### config.mk
export PLATFORM = sky130hd
export DESIGN_NAME = spi_frame_ctrl
export DESIGN_NICKNAME = d
export VERILOG_FILES = /design/src/rtl/spi_frame_ctrl_pkg.sv /design/src/rtl/spi_frame_ctrl.sv
export SDC_FILE = /design/constraint.sdc
export NUM_CORES = 1
export LEC_CHECK = 0
export BUFFER_PORTS_ARGS = -buffer_cell sky130_fd_sc_hd__buf_2
export CAP_MARGIN = 20
export CORE_UTILIZATION = 52
export DETAILED_ROUTE_END_ITERATION = 7
export GPL_TIMING_DRIVEN = 0
export PLACE_DENSITY_LB_ADDON = 0.15
export SLEW_MARGIN = 30
export SYNTH_ARGS = -nofsm -noshare
export SYNTH_HDL_FRONTEND = slang
export SYNTH_SLANG_ARGS = --single-unit
export TNS_END_PERCENT = 20
### constraint.sdc
create_clock -name clk -period 4.3 [get_ports clk]
set_clock_uncertainty 0.2 [all_clocks]
set_input_delay 0 -clock clk [delete_from_list [all_inputs] [get_ports clk]]
set_output_delay 0 -clock clk [all_outputs]
set_load 0.02 [all_outputs]
### src/rtl/spi_frame_ctrl_pkg.sv
// Shared types for the SPI frame controller: FSM state encoding, widths and
// the helper that left-aligns a frame's payload so its first byte sits on top.
package spi_frame_ctrl_pkg;

    localparam int DATA_W     = 32;
    localparam int BYTE_CNT_W = 2;

    typedef enum logic [2:0] {
        ST_IDLE   = 3'd0,
        ST_SETUP  = 3'd1,
        ST_LAUNCH = 3'd2,
        ST_ACK    = 3'd3,
        ST_BUSY   = 3'd4,
        ST_HOLD   = 3'd5,
        ST_GAP    = 3'd6
    } state_e;

    // Move the (len+1) live bytes to the top so every byte is taken from [31:24].
    function automatic logic [DATA_W-1:0] msb_align(input logic [DATA_W-1:0] p,
                                                    input logic [BYTE_CNT_W-1:0] len);
        logic [DATA_W-1:0] r;
        case (len)
            2'd0:    r = {p[7:0], 24'd0};
            2'd1:    r = {p[15:0], 16'd0};
            2'd2:    r = {p[23:0], 8'd0};
            default: r = p;
        endcase
        return r;
    endfunction

endpackage

### src/rtl/spi_frame_ctrl.sv
// Frames 1-4 bytes for a write-only SPI byte shifter: owns cs_n, setup/hold/gap
// timing and the go/done byte hand-off. The FSM state is mirrored on state_dbg.
module spi_frame_ctrl
    import spi_frame_ctrl_pkg::*;
#(
    parameter int SETUP_CYC = 2,
    parameter int HOLD_CYC  = 2,
    parameter int GAP_CYC   = 4,
    parameter int CNT_BITS  = 4
) (
    input  logic                  clk,
    input  logic                  rst_n,
    input  logic                  start,
    input  logic [BYTE_CNT_W-1:0] len,
    input  logic [DATA_W-1:0]     payload,
    output logic                  ready,
    output logic                  frame_done,
    output logic                  cs_n,
    output logic                  spi_go,
    output logic [7:0]            spi_data,
    input  logic                  spi_done,
    output state_e                state_dbg
);

    // Handshake: a frame is accepted on a posedge where start && ready; a byte
    // is handed off by a one-cycle spi_go while spi_done was high, the shifter
    // acknowledges by dropping spi_done and signals completion by raising it.

    state_e                state_q, state_d;
    logic [CNT_BITS-1:0]   cnt_q, cnt_d;
    logic [DATA_W-1:0]     latch_q, latch_d;
    logic [BYTE_CNT_W-1:0] rem_q, rem_d;
    logic                  cs_n_q, cs_n_d;
    logic                  spi_go_q, spi_go_d;
    logic [7:0]            spi_data_q, spi_data_d;
    logic                  frame_done_q, frame_done_d;

    assign ready      = (state_q == ST_IDLE) && spi_done;
    assign frame_done = frame_done_q;
    assign cs_n       = cs_n_q;
    assign spi_go     = spi_go_q;
    assign spi_data   = spi_data_q;
    assign state_dbg  = state_q;

    always_comb begin
        state_d      = state_q;
        cnt_d        = cnt_q + 1'b1;
        latch_d      = latch_q;
        rem_d        = rem_q;
        cs_n_d       = cs_n_q;
        spi_go_d     = 1'b0;
        spi_data_d   = spi_data_q;
        frame_done_d = 1'b0;
        case (state_q)
            ST_IDLE: begin
                cnt_d = '0;
                if (start && ready) begin
                    state_d = ST_SETUP;
                    cs_n_d  = 1'b0;
                    latch_d = msb_align(payload, len);
                    rem_d   = len;
                end
            end
            ST_SETUP: begin
                if (cnt_q == CNT_BITS'(SETUP_CYC - 1)) begin
                    state_d = ST_LAUNCH;
                    cnt_d   = '0;
                end
            end
            ST_LAUNCH: begin
                cnt_d = '0;
                // Guard keeps go off while a shifter left running by a reset is still busy.
                if (spi_done) begin
                    spi_go_d   = 1'b1;
                    spi_data_d = latch_q[DATA_W-1 -: 8];
                    state_d    = ST_ACK;
                end
            end
            ST_ACK: begin
                cnt_d = '0;
                if (!spi_done) begin
                    state_d = ST_BUSY;
                end
            end
            ST_BUSY: begin
                cnt_d = '0;
                if (spi_done) begin
                    if (rem_q != '0) begin
                        latch_d = latch_q << 8;
                        rem_d   = rem_q - 2'd1;
                        state_d = ST_LAUNCH;
                    end else begin
                        state_d = ST_HOLD;
                    end
                end
            end
            ST_HOLD: begin
                if (cnt_q == CNT_BITS'(HOLD_CYC - 1)) begin
                    cs_n_d       = 1'b1;
                    frame_done_d = 1'b1;
                    state_d      = ST_GAP;
                    cnt_d        = '0;
                end
            end
            ST_GAP: begin
                if (cnt_q == CNT_BITS'(GAP_CYC - 1)) begin
                    state_d = ST_IDLE;
                    cnt_d   = '0;
                end
            end
            default: begin
                state_d = ST_IDLE;
                cnt_d   = '0;
            end
        endcase
    end

    always_ff @(posedge clk) begin
        if (!rst_n) begin
            state_q      <= ST_IDLE;
            cnt_q        <= '0;
            latch_q      <= '0;
            rem_q        <= '0;
            cs_n_q       <= 1'b1;
            spi_go_q     <= 1'b0;
            spi_data_q   <= '0;
            frame_done_q <= 1'b0;
        end else begin
            state_q      <= state_d;
            cnt_q        <= cnt_d;
            latch_q      <= latch_d;
            rem_q        <= rem_d;
            cs_n_q       <= cs_n_d;
            spi_go_q     <= spi_go_d;
            spi_data_q   <= spi_data_d;
            frame_done_q <= frame_done_d;
        end
    end

endmodule
**Word level (Yosys, flattened, before mapping)**

Cells that the tools add are included.

- Bits in registers: 52
- Latch bits: 0
- Bits in writable memories: 0
- Memory bits (read-only): 0
- Input bits: 38
- Output and inout bits: 15
- Word-level logic and storage cells: 68
- Memories: 0

- Add/sub/neg operators: 2
- Multiply operators: 0
- Div/mod/pow operators: 0
- Magnitude comparators: 0
- Eq/ne operators: 18
- Shifts and indexed selects: 0
- Mux-type cells: 26
- Bitwise gates (word level): 0
- Reductions and logical operators: 14

Operators with widths:

| kind | number |
|---|---|
| $mux 32 | 3 |
| $pmux 32 s3 | 1 |
| $pmux 32 s2 | 1 |
| $mux 3 | 8 |
| $pmux 3 s7 | 1 |
| $ne 2x2->1 const B | 7 |
| $eq 3x3->1 const B | 3 |
| $mux 4 | 2 |
| $pmux 4 s2 | 1 |
| $reduce_and 7->1 | 1 |
| $eq 3x2->1 const B | 2 |
| $mux 2 | 3 |
| $reduce_and 2->1 | 3 |
| $reduce_bool 2->1 | 3 |
| $add 4x1->4 const B | 1 |
| $eq 4x1->1 const B | 1 |
| $eq 4x2->1 const B | 1 |
| $mux 1 | 4 |
| $pmux 2 s2 | 1 |
| $reduce_and 4->1 | 1 |
| $eq 3x1->1 const B | 1 |
| $logic_not 3->1 | 1 |
| $reduce_and 3->1 | 1 |
| $eq 2x1->1 const B | 1 |
| other kinds (7) | 8 |

**Logic depth before layout (Yosys ltp)**

Gate-level depths: netlist of the first run.

- Depth after elaboration: 5
- Depth in mapped cells: 7
- Gate-level depth less buffers: 6

**Worst setup path after synthesis of the first run**

OpenSTA, ideal clock, no wires.

- Path type: reg2reg
- Start: reg state_q[1], in the netlist state_dbg[1]
- End: reg cs_n_q, in the netlist cs_n
- Setup time: 137 ps
- Data arrival time: 1704 ps
- Data required time: 3963 ps
- Setup slack: 2259 ps
- Stages on the path, launching flop included: 6
- Buffers on the path: 1
- Period minus slack after synthesis: 2041 ps
- Path through: dfxtp_1 -> buf_2 -> nor4b_1 -> nand2_1 -> nand2_1 -> nand3_1

- Cells in the longest elaborated chain, start to end: 5
- Elaborated cells on any way between the ends: 9
- Those cells by class: 3 x eq/ne; 1 x mux; 5 x reduce/logical

Ends and longest elaborated chain:

| what | RTL line | RTL |
|---|---|---|
| start: declaration | spi_frame_ctrl.sv:29 | `state_e state_q, state_d;` |
| start signal: assignment | spi_frame_ctrl.sv:129 | `state_q <= state_d;` |
| $logic_not 3->1 | spi_frame_ctrl.sv:38 | `assign ready = (state_q == ST_IDLE) && spi_done;` |
| $logic_and 1x1->1 | spi_frame_ctrl.sv:38 |  |
| via ready | spi_frame_ctrl.sv:16 | `output logic ready,` |
| $logic_and 1x1->1 | spi_frame_ctrl.sv:57 | `if (start && ready) begin` |
| $ne 2x1->1 (no line) | n/a |  |
| $reduce_and 3->1 (no line) | n/a |  |
| end signal: assignment | spi_frame_ctrl.sv:133 | `cs_n_q <= cs_n_d;` |
| end: declaration | spi_frame_ctrl.sv:33 | `logic cs_n_q, cs_n_d;` |

The timed path passes the listed nets, and every way through them passes these cells.
A chain may end at the register's enable or synchronous reset.

**Worst setup path after layout of the first run**

- Start: reg state_q[0], in the netlist state_dbg[0]
- End: reg latch_q[26]

- Cells in the longest elaborated chain, start to end: 5
- Elaborated cells on any way between the ends: 10
- Those cells by class: 4 x eq/ne; 1 x mux; 5 x reduce/logical

Ends and longest elaborated chain:

| what | RTL line | RTL |
|---|---|---|
| $logic_not 3->1 | spi_frame_ctrl.sv:38, spi_frame_ctrl.sv:54 |  |
| $logic_and 1x1->1 | spi_frame_ctrl.sv:38 |  |
| $logic_and 1x1->1 | spi_frame_ctrl.sv:57 |  |
| $ne 2x1->1 (no line) | n/a |  |
| $reduce_and 4->1 (no line) | n/a |  |
| end signal: assignment | spi_frame_ctrl.sv:131 | `latch_q <= latch_d;` |
| end: declaration | spi_frame_ctrl.sv:31 | `logic [DATA_W-1:0] latch_q, latch_d;` |

Parallel ways exist; a longest one is shown, timed or not.

==> results.json, run 1 <==
{
  "ctsLongestPathBuffers": 2,
  "synth.top_cell.area_share_pct": 39.1,
  "rr_endpoint": "latch_q[26]",
  "syn_nets": 353,
  "dp_cells": 429,
  "yosysWarnings": 0,
  "syn_avg_cell_area_sq_um": 8.54,
  "grt_first_pass_wirelength_um": 12000,
  "drt_wl_total_um": 7300,
  "first_pass_iters": 5,
  "place.gp.congestion": 0.890,
  "synth-seq-cells": 52,
  "max-vdd-ir-drop_mv": 0.209,
  "final_common_cell": "buf_2",
  "cp.arrival_ns": 2.62,
  "post-route-period-util_pct": 60.0,
  "yosysSeqAreaShare_pct": 39.1,
  "whs_endpoint": "latch_q[25]",
  "start_util_pct": 55.3,
  "vias": 2699,
  "status": "finished clean",
  "ctsHoldBuffers": 33,
  "fin_crit_ns": 2.58,
  "drt_iter0_drc": 199,
  "core_sq_um": 4820,
  "setup_tns_ns": 0,
  "hold_class": "in2reg",
  "grt_use_total_pct": 29.2,
  "seq_area_sq_um": 1040,
  "clockPowerShare_pct": 29.6,
  "relSlewSlack_pct": 49.0,
  "worstSetupPathType": "reg2reg",
  "area_growth_pct": 28.5,
  "switchingPower_uw": 282,
  "p_seq_share_pct": 51.6,
  "comb_power_share_pct": 18.8,
  "cts_setup_buffers": 0,
  "end_kind": "flip-flop",
  "cts_root_buf": "clkbuf_8",
  "swShare_pct": 28.4,
  "multi_input_area_sq_um": 1460,
  "syn_inst": 312,
  "fp.dieH_um": 73.6,
  "cts_tree": "done",
  "fp-row-count": 25,
  "routedWlPerCell_um": 15.5,
  "setup_violations": 0,
  "hold_viol": 0,
  "clkSlewWorstSetupHoldPaths_ns": 0.10,
  "max_cap_violations": 0,
  "cp.required_ns": 4.35,
  "remaining_drc_errors": 0,
  "fin_nets": 443,
  "clk_latency_ns": 0.31,
  "synth_top_area_cell": "dfxtp_1",
  "synth_edf_count": 0,
  "worstHoldStart": "payload[17]",
  "antenna_found_initial": 0,
  "cts_resized": 0,
  "crit_fanout": 10,
  "p_leak_uw": 0.00142,
  "viasPerCell": 5.74,
  "clock-sinks": 52,
  "final_layout_size_suffix_gt1_share_pct": 23.1,
  "port_buffers": 50,
  "powerDensity_nw_per_um2": 290,
  "r2r_cells": 6,
  "p_int_uw": 710,
  "place_hpwl_um": 4850,
  "ys_async_sr_fraction_pct": 0,
  "grt_pass1_vias": 2547,
  "r2r_start": "state_dbg[0]",
  "diodes": 0,
  "synthDistinctLibCells": 46,
  "num-fill-cells": 415,
  "ant_nets": 0,
  "fmax_mhz": 388,
  "start_kind": "flip-flop",
  "drv_slew": 0,
  "cts-htree-levels": 2,
  "grt_overflow": 0,
  "die_area_sq_um": 5410,
  "syn_area_sq_um": 2660,
  "final_cells": 470,
  "cts_made_buffers": 5,
  "grt_max_degree": 19,
  "reg2reg_slack_ns": 1.72,
  "synthTopCellsByArea": "dfxtp_1 39%, mux2i_1 9.0%, o21ai_0 5.3%, a21oi_1 4.9%, nor2_1 4.8%",
  "boundaryPins": 53,
  "rsz0062_at_grt": "false",
  "tightest_slew_ns": 0.763,
  "final_cell_mix": "62 x buf_2, 52 x dfxtp_1, 34 x nor2_1",
  "die_w_um": 73.6,
  "synth_flop_cell": "dfxtp_1",
  "whs_path_depth": 4
}
[cell usage after synthesis (3+ instances only)]
cell and n:
o21ai_0 28, nor3b_1 3, inv_1 3, mux2i_1 24, dfxtp_1 52, nand3_1 19, mux2_2 8, nor2_1 34
a221oi_1 8, nand2_1 22, o211ai_1 8, clkbuf_1 10, buf_4 3, buf_2 12, nor3_1 9, a221o_1 8
ha_1 3, a21oi_1 26
[final cells by class]
type                       instances  area share (%)
timing repair buffer              83            17.0
sequential                        52            30.4
inverter                           4           0.439
multi-input combinational        229            42.7
clock inverter                     3           0.768
clock buffer                       5            2.01
tap                               67            2.45
buffer                            27            4.24
[routing by layer]
metal	vias to the layer above	GRT usage (%)	wire (um)
met5	-	0	0
met4	0	11.8	171
met3	19	3.98	460
met2	130	49.0	3460
met1	1241	37.7	3210
li1	1309	-	-
[registers in the layout (all words and copies together) (netlist names)]
signal,count
spi_data,8
latch_q,32
frame_done,1
spi_go,1
state_dbg,3
cs_n,1
cnt_q,4
rem_q,2
[metrics by stage]
step	hold WS (ns)	worst slack, ns	power (uW)	util, %	cell area [sq um]
after global placement	0.0770	2.28	674	62.2	3000
after floorplan	-0.0508	2.26	623	-	2660
final	0.0277	1.72	992	71.1	3420
after detailed placement	0.0819	2.25	677	62.2	3000
after CTS	0.00112	1.77	992	71.1	3420
after global routing	0.0543	1.58	1040	71.1	3420
[power groups by stage]
| stage | clock network (uW) | logic, uW | registers, uW |
|---|---|---|---|
| detailed placement | 0 | 154 | 523 |
| global placement | 0 | 151 | 522 |
| CTS | 299 | 181 | 512 |
| floorplan | 0 | 101 | 522 |
| finish | 294 | 187 | 512 |
| global route | 318 | 204 | 515 |
[logic make-up after synthesis]
group                      Yosys count  share of synthesized area, %
and+or+nand+nor                    105                          19.5
muxes                               32                          12.4
DFF                                 52                          39.1
xor gates and xnor gates             2                         0.658
adders and majority gates            3                          1.41
buffers and inverters               31                          6.01
AOI/OAI and AO/OA                   87                          20.9
[how the worst max path moves through the flow]
stage | startpoint | endpoint | slack (ns)
after floorplan | state_dbg[1] | cs_n | 2.26
after global placement | cnt_q[0] | state_dbg[1] | 2.28
after detailed placement | cnt_q[0] | cnt_q[1] | 2.25
after CTS | state_dbg[0] | latch_q[26] | 1.77
after global routing | state_dbg[0] | latch_q[27] | 1.58
final | state_dbg[0] | latch_q[26] | 1.72
[worst max-delay path, cell delays in order, from the launching register on]
cell and delay (ns):
dfxtp_1 0.48, or3b_2 0.20, clkbuf_1 0.33, clkbuf_1 0.41, o211ai_1 0.17, dlygate4sd3_1 0.61, a21oi_1 0.13
(Power assumes the default switching activity.)
==> run 2: changes to the inputs <==
--- a/config.mk
+++ b/config.mk
@@ -5,9 +5,10 @@
 export SDC_FILE = /design/constraint.sdc
 export NUM_CORES = 1
 export LEC_CHECK = 0
+export ABC_AREA = 1
 export BUFFER_PORTS_ARGS = -buffer_cell sky130_fd_sc_hd__buf_2
 export CAP_MARGIN = 20
-export CORE_UTILIZATION = 52
+export CORE_UTILIZATION = 50
 export DETAILED_ROUTE_END_ITERATION = 7
 export GPL_TIMING_DRIVEN = 0
 export PLACE_DENSITY_LB_ADDON = 0.15
==> constraint.sdc (replaced) <==
create_clock -name clk -period 2.2 [get_ports clk]
set_clock_uncertainty 0.2 [all_clocks]
set_input_delay 0 -clock clk [delete_from_list [all_inputs] [get_ports clk]]
set_output_delay 0 -clock clk [all_outputs]
set_load 0.02 [all_outputs]
==> run 2 against run 1 <==
Effect of this change: worst hold slack got worse by 0.021 ns; utilization fell by 4.7 points; die area rose by 14%; highest routed layer unchanged; sequential power rose to 2.7 times the previous value; global-route usage fell by 0.24 points; worst setup slack got worse by 1.6 ns; routed wire length rose by 17%; via count rose by 22%.
==> results.json, run 2 <==
{
  "worstSetupPathType": "reg2reg",
  "synthTopCellsByArea": "dfxtp_1 35%, nand2_1 13%, o21ai_0 7.8%, nor2_1 7.5%, nand3_1 7.5%",
  "fin_crit_ns": 2.08,
  "cts-htree-levels": 2,
  "max_cap_violations": 0,
  "syn_inst": 456,
  "viasPerCell": 5.33,
  "place_hpwl_um": 5800,
  "first_pass_iters": 5,
  "fmax_mhz": 482,
  "setup_violations": 0,
  "yosys-top-cells-count": "101 x nand2_1, 59 x nor2_1, 56 x inv_1, 52 x dfxtp_1, 46 x o21ai_0",
  "grt_overflow": 0,
  "powerDensity_nw_per_um2": 1030,
  "syn_nets": 497,
  "ys_async_sr_fraction_pct": 0,
  "final_cells": 618,
  "boundaryPins": 53,
  "die_w_um": 78.6,
  "cts_setup_buffers": 0,
  "reg2reg_slack_ns": 0.12,
  "port_buffers": 50,
  "diodes": 0,
  "post-place-ws_ns": 0.405,
  "cts_root_buf": "clkbuf_8",
  "die_area_sq_um": 6180,
  "postPlaceCellArea_sq_um": 3280,
  "tightest_slew_ns": 0.688,
  "grt_pass1_vias": 3031,
  "design_area_sq_um": 3700,
  "fin_nets": 586,
  "core_sq_um": 5570,
  "area_growth_pct": 25.9,
  "fp.dieH_um": 78.6,
  "start_kind": "flip-flop",
  "clkSlewWorstSetupHoldPaths_ns": 0.10,
  "post-route-period-util_pct": 94.3,
  "cp.arrival_ns": 2.08,
  "hold_class": "in2reg",
  "synth_flop_cell": "dfxtp_1",
  "drt_iter0_drc": 248,
  "drt_wl_total_um": 8520,
  "ctsLongestPathBuffers": 2,
  "crit_chain": "inv_1 -> nor2_2 -> nand2_1 -> nor2_1 -> o21ai_0 -> nand2_1 -> nand3_1 -> dlygate4sd3_1",
  "hold_viol": 0,
  "p_leak_uw": 0.00180,
  "yosysSeqAreaShare_pct": 35.4,
  "ant_nets": 0,
  "grt_first_pass_wirelength_um": 14000,
  "max-vdd-ir-drop_mv": 0.463,
  "largest_register_ffs": 32,
  "routedWlPerCell_um": 13.8,
  "yosysWarnings": 0,
  "syn_area_sq_um": 2940,
  "crit_path_frequent_cell": "nand2_1",
  "clock-sinks": 52,
  "start_util_pct": 52.7,
  "synth.most_common_cell": "nand2_1",
  "end_kind": "flip-flop",
  "vias": 3291,
  "cp_slowest_stage_delay_ns": 0.58,
  "fp-row-count": 27,
  "crit_fanout": 7,
  "final_common_cell": "nand2_1",
  "antenna_found_initial": 0,
  "cp.required_ns": 2.20,
  "top_register": "latch_q",
  "synth_edf_count": 0,
  "synth_top_area_cell": "dfxtp_1",
  "synthDistinctLibCells": 30,
  "cts_tree": "done",
  "relSlewSlack_pct": 54.0,
  "cts_made_buffers": 5,
  "drv_slew": 0,
  "remaining_drc_errors": 0,
  "status": "finished clean",
  "clk_latency_ns": 0.31,
  "setup_slack_ns": 0.125,
  "hold-worst-slack_ns": 0.00650,
  "grt_use_total_pct": 28.9,
  "final_layout_size_suffix_gt1_share_pct": 15.9,
  "syn_avg_cell_area_sq_um": 6.44,
  "grt_max_degree": 19,
  "synth-seq-cells": 52,
  "dp_cells": 578,
  "critPathSlowestCell": "dlygate4sd3_1",
  "synth.top_cell.area_share_pct": 35.4,
  "place.gp.congestion": 0.955,
  "final_cell_mix": "101 x nand2_1, 58 x buf_2, 58 x nor2_1"
}
==> run 2: cell types whose count changed after synthesis, sizes merged, moves of 15 or more <==
cell   change
nand3     +27
o21ai     +18
o22ai     +15
nor2      +26
nand2     +82
inv       +54
mux2i     -24
==> run 2: report_power, final <==
| group | internal (uW) | switching, uW |
|---|---|---|
| logic | 689 | 1180 |
| registers | 1220 | 149 |
| clock network | 232 | 348 |
| total | 2140 | 1680 |
==> run 2: cells by family after synthesis <==
family                     synth area share (%)
and+or+nand+nor                            31.3
AOI/OAI and AO/OA                          19.0
DFF                                        35.4
xor gates and xnor gates                  0.597
adders and majority gates                  1.28
buffers and inverters                      12.4
==> run 2: per-layer routing <==
metal | share of wire (%) | vias to the layer above | track usage [%] | wire length [um]
met5 | 0 | - | 0 | 0
met4 | 3.1 | 0 | 14.4 | 260
met3 | 7.7 | 25 | 4.42 | 653
met2 | 47 | 165 | 48.9 | 4010
met1 | 42 | 1455 | 35.5 | 3590
li1 | - | 1646 | - | -
==> run 2: worst paths after layout <==
check | startpoint | endpoint | cells past startpoint
setup / recovery | state_dbg[0] | cs_n | 8
hold / removal | payload[27] | latch_q[27] | 7
setup reg to reg | state_dbg[0] | cs_n | 8
hold reg to reg | latch_q[25] | latch_q[25] | 2
==> run 2: area by class of cell <==
type                    instances  area, sq um
inverters                      58          220
flip-flops and latches         52         1040
multi-input cells             322         1540
fillers                       535         1880
plain buffers                  24          144
repair buffers                 82          571
clock buffers                   5         68.8
well taps                      72         90.1
clock inverters                 3         26.3
==> run 2: critical path, delay by kind of cell, from the launching register on <==
family | cells | cell delay (ns)
buffers and inverters | 2 | 0.71
and+or+nand+nor | 5 | 0.53
DFF | 1 | 0.42
AOI/OAI and AO/OA | 1 | 0.10
==> run 2: timing repair <==
item,4_1_cts,5_1_grt
hold buffers,32,0
endpoints found under the hold margin,36,0
resized for setup,0,5
setup endpoints to repair,0,2
==> run 2: per-stage QoR <==
step	util, %	TNS (ns)	power, uW
floorplan	-	0	2690
global placement	58.8	0	3130
detailed placement	58.8	0	3160
CTS	66.2	0	3800
global route	66.4	-0.0101	4120
finish	66.4	0	3820
